==> config.mk <==
export PLATFORM = sky130hd
export DESIGN_NAME = fetch_unit
export DESIGN_NICKNAME = d
export VERILOG_FILES = /design/src/rtl/fetch_unit.sv
export SDC_FILE = /design/constraint.sdc
export NUM_CORES = 1
export LEC_CHECK = 0
export BUFFER_PORTS_ARGS = -buffer_cell sky130_fd_sc_hd__buf_2
export CORE_UTILIZATION = 33
export DETAILED_ROUTE_END_ITERATION = 8
export PLACE_DENSITY = 0.49
export SLEW_MARGIN = 20
export SYNTH_ARGS = -nofsm -noshare
export SYNTH_HDL_FRONTEND = slang
export SYNTH_SLANG_ARGS = --single-unit
==> constraint.sdc <==
create_clock -name clk -period 9.4 [get_ports clk]
set_input_delay 1.41 -clock clk [delete_from_list [all_inputs] [get_ports clk]]
set_output_delay 1.41 -clock clk [all_outputs]
set_load 0.05 [all_outputs]
==> src/rtl/fetch_unit.sv <==
// fetch_unit -- instruction fetch front end.
//
// Sends sequential fetch requests to instruction memory. Responses come back
// in request order and are buffered in a 2-entry {pc, insn} FIFO for decode.
// A redirect from decode/execute restarts fetch at a word-aligned target. It
// flushes the FIFO and drops any responses still in flight for the old path.
//
// Ports
//   clk, reset_n      clock; asynchronous active-low reset
//   imem_req_o        fetch request valid
//   imem_addr_o       fetch address (held stable while stalled on grant)
//   imem_gnt_i        request accepted this cycle
//   imem_rvalid_i     in-order response valid
//   imem_rdata_i      response instruction word
//   redirect_i        taken branch/jump
//   redirect_pc_i     redirect target (low two bits ignored)
//   insn_valid_o      instruction available to decode
//   insn_ready_i      decode accepts the instruction
//   insn_o, pc_o      FIFO head (zero when empty)
module fetch_unit #(
  parameter int                AWIDTH   = 32,
  parameter int                DWIDTH   = 32,
  parameter logic [AWIDTH-1:0] BASEADDR = 32'h0100_0000
) (
  input  logic              clk,
  input  logic              reset_n,
  output logic              imem_req_o,
  output logic [AWIDTH-1:0] imem_addr_o,
  input  logic              imem_gnt_i,
  input  logic              imem_rvalid_i,
  input  logic [DWIDTH-1:0] imem_rdata_i,
  input  logic              redirect_i,
  input  logic [AWIDTH-1:0] redirect_pc_i,
  output logic              insn_valid_o,
  input  logic              insn_ready_i,
  output logic [DWIDTH-1:0] insn_o,
  output logic [AWIDTH-1:0] pc_o
);

  typedef enum logic {BOOT, RUN} state_t;

  state_t            r_state;
  logic [AWIDTH-1:0] r_fetch_pc;
  logic [AWIDTH-1:0] r_resp_pc;
  logic [1:0]        r_out;       // requests granted, response not yet seen
  logic [1:0]        r_drop;      // in-flight responses belonging to a dead path
  logic [1:0]        r_cnt;       // FIFO occupancy
  logic              r_rd;
  logic              r_wr;
  logic [AWIDTH-1:0] r_fifo_pc   [2];
  logic [DWIDTH-1:0] r_fifo_insn [2];

  logic [2:0]        w_credit;
  logic              w_gnt;
  logic              w_rv;
  logic              w_push;
  logic              w_pop;
  logic [AWIDTH-1:0] w_tgt;
  logic              w_unused;

  // Every outstanding request may land in the FIFO, so reserving a slot per
  // request guarantees a push always finds room.
  assign w_credit   = {1'b0, r_out} + {1'b0, r_cnt};
  assign imem_req_o = (r_state == RUN) && !redirect_i && (w_credit < 3'd2);
  assign w_gnt      = imem_req_o && imem_gnt_i;
  // A response with nothing outstanding is stray and treated as absent.
  assign w_rv       = imem_rvalid_i && (r_out != 2'd0);
  // Responses in the redirect cycle or still owed to an old path are dropped.
  assign w_push     = w_rv && !redirect_i && (r_drop == 2'd0);
  assign w_pop      = insn_valid_o && insn_ready_i;
  assign w_tgt      = {redirect_pc_i[AWIDTH-1:2], 2'b00};
  assign w_unused   = ^redirect_pc_i[1:0];

  assign imem_addr_o  = r_fetch_pc;
  assign insn_valid_o = (r_cnt != 2'd0);
  assign insn_o       = insn_valid_o ? r_fifo_insn[r_rd] : '0;
  assign pc_o         = insn_valid_o ? r_fifo_pc[r_rd]   : '0;

  always_ff @(posedge clk or negedge reset_n) begin
    if (!reset_n) begin
      r_state    <= BOOT;
      r_fetch_pc <= BASEADDR;
      r_resp_pc  <= BASEADDR;
      r_out      <= 2'd0;
      r_drop     <= 2'd0;
      r_cnt      <= 2'd0;
      r_rd       <= 1'b0;
      r_wr       <= 1'b0;
    end else begin
      r_state <= RUN;
      // No grant can coincide with a redirect, so this covers both paths.
      r_out   <= r_out + {1'b0, w_gnt} - {1'b0, w_rv};
      if (redirect_i) begin
        // A handshake this cycle already delivered its word; everything else
        // in the FIFO belongs to the old path.
        r_fetch_pc <= w_tgt;
        r_resp_pc  <= w_tgt;
        r_cnt      <= 2'd0;
        r_rd       <= 1'b0;
        r_wr       <= 1'b0;
        r_drop     <= r_out - {1'b0, w_rv};
      end else begin
        if (w_gnt)
          r_fetch_pc <= r_fetch_pc + AWIDTH'(4);
        if (w_rv && (r_drop != 2'd0))
          r_drop <= r_drop - 2'd1;
        if (w_push) begin
          r_resp_pc <= r_resp_pc + AWIDTH'(4);
          r_wr      <= ~r_wr;
        end
        if (w_pop)
          r_rd <= ~r_rd;
        r_cnt <= r_cnt + {1'b0, w_push} - {1'b0, w_pop};
      end
    end
  end

  // Payload storage needs no reset; occupancy gates every read.
  always_ff @(posedge clk) begin
    if (w_push) begin
      r_fifo_pc[r_wr]   <= r_resp_pc;
      r_fifo_insn[r_wr] <= imem_rdata_i;
    end
  end

endmodule

* Word-level counts from Yosys, hierarchy flattened
Memory sizes are Yosys's and may differ from the RTL's.
Cells that the tools add are included.
** Operators by class
- Add/sub/neg operators :: 9
- Multipliers :: 0
- Div/mod/pow operators :: 0
- $lt $le $gt $ge :: 1
- Equal/unequal tests :: 0
- Shifts and indexed selects :: 0
- Mux-type cells :: 15
- Bitwise operators :: 2
- Reductions and logical operators :: 17
** Operators by type and width (number)
- $mux 32 :: 6
- $add 32x3->32 const B :: 2
- $reduce_bool 2->1 :: 7
- $logic_and 1x1->1 :: 8
- $mux 1 :: 6
- $mux 2 :: 3
- $sub 2x1->2 :: 3
- $add 2x1->2 :: 2
- $add 2x2->3 :: 1
- $lt 3x2->1 const B :: 1
- $logic_not 2->1 :: 1
- $not 1->1 :: 2
- $sub 2x1->2 const B :: 1
- $logic_not 1->1 :: 1
** Storage, ports and cells
- Register bits :: 73
- Latch bits :: 0
- Memory bits (writable) :: 128
- Memory bits (read-only) :: 0
- Logic and storage cells :: 54
- Memories kept :: 2
** Memories
- r_fifo_insn :: words 2, width 32, read ports 1, clocked after memory_dff 0, write ports 1, line 51 : logic [DWIDTH-1:0] r_fifo_insn [2];
- r_fifo_pc :: words 2, width 32, read ports 1, clocked after memory_dff 0, write ports 1, line 50 : logic [AWIDTH-1:0] r_fifo_pc [2];

* Longest topological paths before layout
- Depth after elaboration :: 7
- Depth in mapped cells :: 12
- Depth with buffers taken out :: 10

* Least setup slack after synthesis
No wires, ideal clock.
- Path kind :: input to register
- Start point :: in redirect_i
- End point :: mem r_fifo_insn[0][0], enable pin
- Setup time :: 482 ps
- Arrival :: 4638 ps
- Setup slack :: 4280 ps
- Cell stages on the path :: 5
- Path buffers :: 2
- Path through :: buf_2 inv_1 clkbuf_1 nand2_1 nor2_1
** On the way
- Word-level cells in the longest chain between the ends :: 5
** RTL lines
- start, declared :: line 32 : input logic redirect_i,
- $logic_not 1->1 :: line 69 : assign w_push = w_rv && !redirect_i && (r_drop == 2'd0);
- $logic_and 1x1->1 (2 in a row) :: line 69
- $mux 1 :: line 120 : if (w_push) begin
- $mux 1 (not written as such) :: line 122 : r_fifo_insn[r_wr] <= imem_rdata_i;
- end, declared :: line 51
Every way passes these cells.

* Worst setup path in the final report
- Start point :: in redirect_i
- End point :: out imem_req_o
** On the way
- Word-level cells in the longest chain between the ends :: 3
** RTL lines
- $logic_not 1->1 :: line 64 : assign imem_req_o = (r_state == RUN) && !redirect_i && (w_credit < 3'd2);
- $logic_and 1x1->1 (2 in a row) :: line 64
- end, declared :: line 27 : output logic imem_req_o,
Every way passes these cells.

==> results.py <==
metrics = {
    "logic_synthesis": {
        "post_synth_xor_area_fraction": 0.0366,
        "synthArstFlopShare": 0.358,
        "yosysUniqueCellTypes": 50,
        "synth_top_cells_by_area": "edfxtp_1, dfrtp_1, mux2i_1",
        "seq_area_frac_synth": 0.633,
        "synth-edff-count": 124,
        "yosysWarnings": 0,
        "main_combinational_cell_family_by_area_after_synthesis": "simple AND/OR/NAND/NOR gates",
        "synth.avg_cell_area_sq_um": 12.4,
        "postSynth.topFlopCell": "edfxtp_1",
        "mappedNetlistArea_sq_um": 8620,
        "postSynthRegisterBits": 193,
        "synth_compound_gate_area_share": 0.0690,
        "synth_mux_area_frac": 0.0823,
        "synth_top_area_frac": 0.432,
        "synth_adder_area_share": 0.0139,
        "yosysTopAreaCell": "edfxtp_1",
        "cells_after_synthesis": 696,
        "yosys.area_share.simple": 0.139,
    },
    "route": {
        "dr_total_vias": 5870,
        "post-route-drc-count": 0,
        "post_drt_wl_per_cell_um": 17.2,
        "routed_via_density": 4.91,
        "drt-initial-drc-count": 315,
        "antenna_left": 0,
        "drt_pass1_iterations": 4,
        "wirelength_mm": 20.5,
    },
    "setup_path": {
        "element_type_at_the_critical_path_end": "primary output",
        "setup.worst_path.start_class": "primary input",
        "cp.required_ns": 7.99,
        "timing_worst_setup_path_type": "in2out",
        "critical_path_arrival_ns": 2.64,
        "worstPathMaxFanout": 39,
    },
    "cts": {
        "cts_sinks": 193,
        "cts.repair.resized": 0,
        "ctsRootBufferMaster": "clkbuf_16",
        "clk_path_buf_depth": 2,
        "clk_pin_slew_ns": 0.07,
        "cts_tree": "built",
        "number_of_levels_in_the_clock_h_tree": 4,
        "numCtsBuffers": 17,
        "clk-insertion-delay-late_ns": 0.43,
        "cts_hold_repair.buffers": 0,
        "cts_setup_buffers": 0,
    },
    "power": {
        "power_density_nw_per_um2": 289,
        "net_switching_fraction_of_the_power": 0.442,
        "power_switching_mw": 1.32,
        "clock_power_share": 0.245,
        "power.static_leakage_nw": 4.04,
        "max-vdd-ir-drop_mv": 0.161,
        "comb_power_share": 0.395,
        "seq_power_share": 0.361,
        "internal_power_mw": 1.67,
    },
    "timing": {
        "final_hold_viol_count": 0,
        "slew_headroom": 0.293,
        "rsz0062_at_grt": "false",
        "setup_viol": 0,
        "timing_worst_slew_pin_value_ns": 1.06,
        "timing.clock.skew_ns": 0.0158,
        "final_critical_path_setup_slack_ns": 5.35,
        "setup-tns-final_ns": 0,
        "final-max-slew-violation-count": 0,
        "ratio_of_final_minimum_period_to_clock_period": 0.430,
        "timing.final.crit_period_ns": 4.05,
        "tightest_hold_margin_ns": 0.528,
        "max_freq_ghz": 0.247,
    },
    "finish": {
        "most-common-layout-cells": "buf_2, edfxtp_1, nor2_1",
        "final_util": 0.408,
        "post-route-cell-area_sq_um": 10400,
        "final_common_cell": "buf_2",
        "final_stage_net_count": 931,
        "antenna_cells": 0,
        "final_layout_size_suffix_gt1_frac": 0.261,
        "layout-area-overhead-vs-synth_pct": 20.4,
    },
    "placement": {
        "io_buffer_count": 161,
        "finalWeightedCongestion": 0.817,
        "dp_slack_ns": 5.01,
        "dpl-instance-area_sq_um": 9790,
        "place.detailed.hpwl_mm": 13.4,
    },
    "die": {
        "initial_core_util": 0.339,
        "overall_die_area_sq_um": 26800,
        "row_count": 58,
        "die_height_um": 164,
        "chipWidth_um": 164,
        "fp.coreArea_sq_um": 25400,
        "io-pin-count": 168,
    },
    "hold_path": {
        "holdCritPathClass": "reg2reg",
    },
    "global_routing": {
        "largest_net_degree_at_the_start_of_global_routing": 70,
        "vias_in_the_first_global_route": 5437,
        "grt_first_pass_wirelength_mm": 31.9,
        "grt.total_usage": 0.157,
        "antenna_violations_before_repair": 0,
        "global_route.overflow_total": 0,
    },
    "run": {
        "maxCapViolCount": 0,
    },
    "status": {
        "result_of_the_run": "complete, no violations",
    },
}
## final timing paths
| kind | start | endpoint | slack, ns | depth (start not counted) |
|---|---|---|---|---|
| setup / recovery | redirect_i | imem_req_o | 5.35 | 4 |
| hold / removal | r_resp_pc[13] | r_fifo_pc[1][13] | 0.53 | 0 |
| setup reg to reg | r_cnt[0] | r_out[1] | 5.66 | 11 |
| hold reg to reg | r_resp_pc[13] | r_fifo_pc[1][13] | 0.53 | 0 |
| max in group asynchronous | reset_n | r_rd | 7.47 | 2 |
| min in group asynchronous | reset_n | imem_addr_o[25] | 1.18 | 2 |
## Yosys cell counts (all sizes together), types with 6 or more instances
master,number
nand3,36
a21oi,7
dfrtp,67
inv,16
o211ai,10
and2,6
mux2,7
o311ai,14
nor3,6
mux2i,63
and3,8
edfxtp,124
nor2,87
ha,8
nand4,17
o21ai,40
xor2,20
nor4,6
xnor2,16
a31oi,7
buf,14
clkbuf,23
nand2,57
## final cells by class
class | count | area (sq um)
Multi-Input combinational cell | 453 | 2980
Tap cell | 330 | 413
Clock buffer | 20 | 479
Clock inverter | 12 | 106
Sequential cell | 193 | 5460
Inverter | 16 | 60.1
Timing Repair Buffer | 171 | 881
Fill cell | 2510 | 15000
## kinds of logic after synthesis
kind of cell    count (synthesis)
compound gates                 92
xor+xnor                       36
fa+ha+maj                       9
buf+inv                        53
flops                         193
mux                            70
other cells                     2
simple gates                  241
## stage by stage
step | std cells | power (mW)
global route | 1195 | 3.15
CTS | 1195 | 3.04
floorplan | 699 | 2.00
finish | 1195 | 3.00
detailed placement | 1163 | 2.30
global placement | 1163 | 2.30
## sequential cells by signal, indices dropped and copies added (netlist names)
| name | count |
|---|---|
| r_state | 1 |
| imem_addr_o | 30 |
| r_rd | 1 |
| r_wr | 1 |
| r_fifo_insn | 64 |
| r_cnt | 2 |
| r_out | 2 |
| r_drop | 2 |
| r_fifo_pc | 60 |
| r_resp_pc | 30 |
## worst max-delay path, stage by stage
cell,delay (ns)
buf_2,0.09
buf_4,0.25
nor4b_4,0.50
buf_2,0.36
## power groups by stage
stage               Combinational [mW]  Sequential (mW)  Clock, mW
floorplan                        0.851             1.14          0
global placement                  1.20             1.10          0
detailed placement                1.20             1.10          0
CTS                               1.20             1.08      0.751
global route                      1.27             1.09      0.787
finish                            1.18             1.08      0.733
## layer usage
metal	vias up	GRT usage	part of all wire
met4	0	0.0408	0.0084
li1	2864	-	-
met5	-	0	0
met1	2785	0.244	0.52
met3	13	0.0284	0.063
met2	208	0.219	0.41
(Power assumes the default switching activity.)
